$ cat config.mk
export PLATFORM = sky130hd
export DESIGN_NAME = wb_stage_q
export DESIGN_NICKNAME = d
export VERILOG_FILES = /design/src/rtl/wb_stage_q.sv
export SDC_FILE = /design/constraint.sdc
export NUM_CORES = 1
export LEC_CHECK = 0
export CAP_MARGIN = 15
export CORE_MARGIN = 4
export CORE_UTILIZATION = 45
export DETAILED_ROUTE_END_ITERATION = 10
export PLACE_DENSITY = 0.74
export SYNTH_ARGS = -nofsm -noshare
export SYNTH_HDL_FRONTEND = slang
export SYNTH_SLANG_ARGS = --single-unit
$ cat constraint.sdc
create_clock -name clk -period 4.2 [get_ports clk]
set_input_delay 0.63 -clock clk [delete_from_list [all_inputs] [get_ports clk]]
set_output_delay 0.63 -clock clk [all_outputs]
set_load 0.05 [all_outputs]
$ cat src/rtl/wb_stage_q.sv
// Write-back stage: selects ALU result or aligned/extended load data and queues
// register-file writes in a DEPTH-entry FIFO whose head also feeds the bypass.
module wb_stage_q #(
  parameter int unsigned XLEN  = 32,
  parameter int unsigned NREGS = 32,
  parameter int unsigned DEPTH = 2,
  localparam int unsigned RA = $clog2(NREGS),
  localparam int unsigned OB = $clog2(XLEN / 8),
  localparam int unsigned CW = $clog2(DEPTH) + 1
) (
  input  logic            clk,
  input  logic            rst_n,
  input  logic            in_valid,
  output logic            in_ready,
  input  logic            in_regwr,
  input  logic [RA-1:0]   in_rw,
  input  logic            in_mem2reg,
  input  logic [1:0]      in_size,
  input  logic            in_unsigned,
  input  logic [OB-1:0]   in_addr_lo,
  input  logic [XLEN-1:0] in_result,
  input  logic [XLEN-1:0] in_dmem,
  input  logic            flush,
  input  logic            wr_ready,
  output logic            regwr,
  output logic [RA-1:0]   rw,
  output logic [XLEN-1:0] busW,
  output logic            misalign_err,
  output logic [CW-1:0]   count
);

  localparam int unsigned PW = CW - 1;

  logic [RA-1:0]   rw_mem   [DEPTH];
  logic [XLEN-1:0] data_mem [DEPTH];
  logic [PW-1:0]   wr_ptr;
  logic [PW-1:0]   rd_ptr;

  logic            full;
  logic            accept;
  logic            push;
  logic            pop;
  logic            misaligned;
  logic [1:0]      eff_size;
  logic [XLEN-1:0] lane;
  logic [XLEN-1:0] load_data;
  logic [XLEN-1:0] wr_data;

  // Doubleword requests on a 32-bit datapath degrade to word accesses.
  always_comb begin
    eff_size = in_size;
    if (XLEN == 32 && in_size == 2'b11) begin
      eff_size = 2'b10;
    end
  end

  // Alignment check against the effective access size.
  always_comb begin
    misaligned = 1'b0;
    if (in_mem2reg) begin
      case (eff_size)
        2'b01:   misaligned = in_addr_lo[0];
        2'b10:   misaligned = |in_addr_lo[1:0];
        2'b11:   misaligned = |in_addr_lo;
        default: misaligned = 1'b0;
      endcase
    end
  end

  // Little-endian lane select, then sign/zero extension from the top kept bit.
  always_comb begin
    lane      = in_dmem >> {in_addr_lo, 3'b000};
    load_data = lane;
    case (eff_size)
      2'b00: load_data = in_unsigned ? XLEN'(lane[7:0])  : XLEN'($signed(lane[7:0]));
      2'b01: load_data = in_unsigned ? XLEN'(lane[15:0]) : XLEN'($signed(lane[15:0]));
      2'b10: load_data = in_unsigned ? XLEN'(lane[31:0]) : XLEN'($signed(lane[31:0]));
      default: load_data = lane;
    endcase
    wr_data = in_mem2reg ? load_data : in_result;
  end

  assign full     = (count == CW'(DEPTH));
  assign in_ready = !full;
  assign accept   = in_valid && !full && !flush;
  assign push     = accept && in_regwr && (in_rw != '0) && !misaligned;
  assign regwr    = (count != '0);
  assign pop      = regwr && wr_ready;

  // Head is masked to zero when empty so the bypass never sees stale data.
  assign rw   = regwr ? rw_mem[rd_ptr]   : '0;
  assign busW = regwr ? data_mem[rd_ptr] : '0;

  // Occupancy, pointers and the misalign pulse; flush discards everything.
  always_ff @(posedge clk or negedge rst_n) begin
    if (!rst_n) begin
      count        <= '0;
      wr_ptr       <= '0;
      rd_ptr       <= '0;
      misalign_err <= 1'b0;
    end else begin
      misalign_err <= accept && misaligned;
      if (flush) begin
        count  <= '0;
        wr_ptr <= '0;
        rd_ptr <= '0;
      end else begin
        if (push) begin
          wr_ptr <= wr_ptr + PW'(1);
        end
        if (pop) begin
          rd_ptr <= rd_ptr + PW'(1);
        end
        count <= count + CW'(push) - CW'(pop);
      end
    end
  end

  // Payload storage needs no reset: it is only observed while occupied.
  always_ff @(posedge clk) begin
    if (push && !flush) begin
      rw_mem[wr_ptr]   <= in_rw;
      data_mem[wr_ptr] <= wr_data;
    end
  end

endmodule
==> results by group <==
Power and ir drop
  – Pwr Density: 456 nW/um^2
  – Final Power: 2550 uW
  – Sw frac: 40.2%
  – Worst vdd ir: 0.208 mV
  – Part of the power in the clock network: 21.5%
  – Lkg Pwr: 0.00201 uW
  – Logic pwr share: 41.6%
  – Int Power: 1520 uW
  – Portion of total power attributed to sequential cells: 36.9%
  – Psw: 1030 uW

Critical path
  – Critical Path Start Type: flip-flop
  – Critical-path top delay cell: clkdlybuf4s50_1
  – CP max stage delay: 0.83 ns
  – Crit. End Element: output pin
  – Critical-path maximum fanout: 23
  – Setup CP Type: flip-flop to output pin
  – Worst path arrival time: 2.65 ns
  – CP Cell Sequence: buf_4, mux2i_1, nor2_1, clkdlybuf4s50_1
  – WP data required: 3.57 ns

Global route
  – Largest net degree at the start of global routing: 46
  – GRT Util Overall: 19.3%
  – Grt total ovfl: 0
  – Global-route wire length before repair: 15200 microns
  – Vias in the first global route: 2996
  – Initial antenna violation count: 0

STA
  – Worst slew pin tran: 0.698 ns
  – Rel. slew slack: 53.4%
  – Final hold vios: 0
  – Setup slack after layout: 0.921 ns
  – Period utilization: 78.1%
  – Worst Hold Slack: 0.482 ns
  – Final min period: 3.28 ns
  – RSZ-0062 raised after global routing: no
  – FMAX: 0.305 GHz
  – Setup TNS: 0 ns
  – Setup Viol. Count Final: 0
  – Final clock skew: 0.00981 ns
  – Max-slew violations: 0

Status
  – Result of the run: finished clean

Synthesis
  – Cell taking the most area after synthesis: edfxtp_1
  – Cells after synthesis: 334
  – Synth top area cells: edfxtp_1 (54%), mux2i_1 (14%), o221ai_1 (4.9%), nor2_1 (4.9%), dfrtp_1 (3.1%)
  – Seq cells post-synth: 79
  – Ys async rst share: 6.33%
  – Syn Area/Cell: 12.2 sq um
  – Distinct cells, synth: 36
  – Post-synth EDFFs: 74
  – Cell Area, Synth: 4090 sq um
  – Seq/Total Area, Yosys: 57.4%
  – Syn. warnings: 0
  – Yosys top cell area share: 54.3%
  – Post-Syn Nets: 417
  – Top FF cell, synth: edfxtp_1

Cells and area
  – Share of cells above drive strength 1: 9.59%
  – P&R area growth vs syn: 36.9%
  – Final nets: 537
  – Antenna Cells: 0
  – Fill cells: 676

Clocking
  – Hold_buf cts: 0
  – Clock-pin slew of the registers on the worst-case setup and hold paths: 0.09 ns
  – Post_cts resized: 0
  – CTS buffer count: 9
  – # clock sinks: 79
  – CTS max path bufs: 2
  – Postcts setup bufs: 0
  – CTS tree: built
  – Root Driver: clkbuf_8
  – Worst-Skew Late Latency: 0.36 ns
  – CTS HTree Levels: 3

Drt
  – Highest Signal Layer: met4
  – DRC: 0
  – Routed vias/inst: 5.43
  – Metal2 WL: 5380 microns
  – Drt initial violations: 201
  – Avg WL per Cell: 18.3 microns
  – DR pass1 iterations: 5
  – Routed met3 length: 707 microns
  – DRT met1 WL: 4010 microns
  – Post-route ant nets: 0
  – DRT Wirelength: 10400 microns
  – Vias: 3080

Die
  – Top Ports: 123
  – Starting Density: 46.7%
  – Die X: 103 microns
  – Core Region: 8760 sq um
  – Die area: 10700 sq um
  – Cell Rows: 34
  – Die height: 103 microns

Placement
  – IO Port Bufs: 122
  – RePlAce Congestion: 0.892
  – Pre-CTS setup slack: 1.05 ns
  – Hpwl dp: 7980 microns

Flow run
  – Number of max-cap violations: 0

Hold path
  – HP Class: input port to asynchronous set/reset pin
==> critical path: cells and delay by family, from the launching register on <==
| kind | cells | cell delay, ns |
|---|---|---|
| and+or+nand+nor | 1 | 0.11 |
| muxes | 1 | 0.11 |
| DFF | 1 | 0.81 |
| buffers and inverters | 2 | 1.23 |
==> power groups by stage <==
| stage | combinational, uW | clock, uW | sequential (uW) |
|---|---|---|---|
| 2_1_floorplan | 700 | 0 | 946 |
| 3_3_place_gp | 1060 | 0 | 958 |
| 3_5_place_dp | 1070 | 0 | 960 |
| 4_1_cts | 1070 | 552 | 942 |
| 5_1_grt | 1120 | 595 | 946 |
| 6_report | 1060 | 547 | 941 |
==> sequential cells by signal, indices dropped and copies added, names as in the netlist <==
register      flops
data_mem         64
misalign_err      1
count             2
wr_ptr            1
rw_mem           10
rd_ptr            1
==> synthesized netlist by cell type, types with 2 or more instances <==
cell type	instances
a211oi_1	7
mux2_2	8
o21ai_1	2
a21oi_1	15
nor2_1	53
nand2b_1	2
inv_1	27
o221ai_1	23
dfrtp_1	5
clkbuf_1	9
nand2_1	10
buf_2	7
buf_6	4
edfxtp_1	74
xnor2_1	2
ha_1	2
mux2i_1	56
nor2b_1	10
==> cell type report <==
class                   instances  area [sq um]  area share [%]
repair buffers                131          1280            22.9
multi-input cells             206          1530            27.4
inverters                      27           101            1.81
well taps                     108           135            2.41
clock buffers                   9           124            2.21
flip-flops and latches         79          2350            42.0
clock inverters                 7          72.6            1.30
==> per-layer routing <==
metal,vias to the layer above,GRT usage [%]
met4,0,6.08
li1,1466,-
met1,1452,23.9
met5,-,0
met2,143,33.2
met3,19,4.96
==> logic make-up (layout without fill, tap and decap cells) <==
logic type / count (synthesis) / count (layout) / share of synthesized area, %
and+or+nand+nor: 85 / 85 / 9.76
DFF: 79 / 79 / 57.4
muxes: 65 / 65 / 16.5
AOI/OAI and AO/OA: 51 / 51 / 9.58
buffers and inverters: 49 / 174 / 5.54
xor gates and xnor gates: 3 / 3 / 0.643
adders and majority gates: 2 / 2 / 0.612
==> cell usage in the layout, fill, tap and decap left out, types with 2 or more instances in the layout <==
master           netlist  final
a211oi_1               7      7
a21oi_1               15     15
buf_4                  1      9
clkbuf_8               0      9
clkdlybuf4s50_1        0    121
dfrtp_1                5      4
edfxtp_1              74     74
ha_1                   2      2
inv_1                 27     27
inv_6                  0      3
inv_8                  0      2
mux2_2                 8      8
mux2i_1               56     56
nand2_1               10     10
nand2b_1               2      2
nor2_1                53     50
nor2_2                 1      2
nor2_4                 0      2
nor2b_1               10     10
o21ai_1                2      2
o221ai_1              23     23
xnor2_1                2      2
==> worst paths after layout <==
kind,startpoint,endpoint,slack (ns),cells past startpoint
worst max register to register,count[1],count[1],1.92,9
max in group asynchronous,rst_n,rd_ptr,3.52,1
worst min-delay path,rst_n,count[0],0.48,1
worst max-delay path,rd_ptr,busW[11],0.92,4
worst min register to register,wr_ptr,wr_ptr,0.58,1
min in group clk,wr_ptr,wr_ptr,0.58,1
==> stage by stage <==
step | instances | instance area (sq um) | utilization (%)
6_report | 567 | 5600 | 63.9
5_1_grt | 567 | 5600 | 63.9
4_1_cts | 567 | 5600 | 63.9
3_5_place_dp | 551 | 5400 | 61.6
3_3_place_gp | 551 | 5400 | 61.6
2_1_floorplan | 334 | 4090 | -
(Power assumes the default switching activity.)
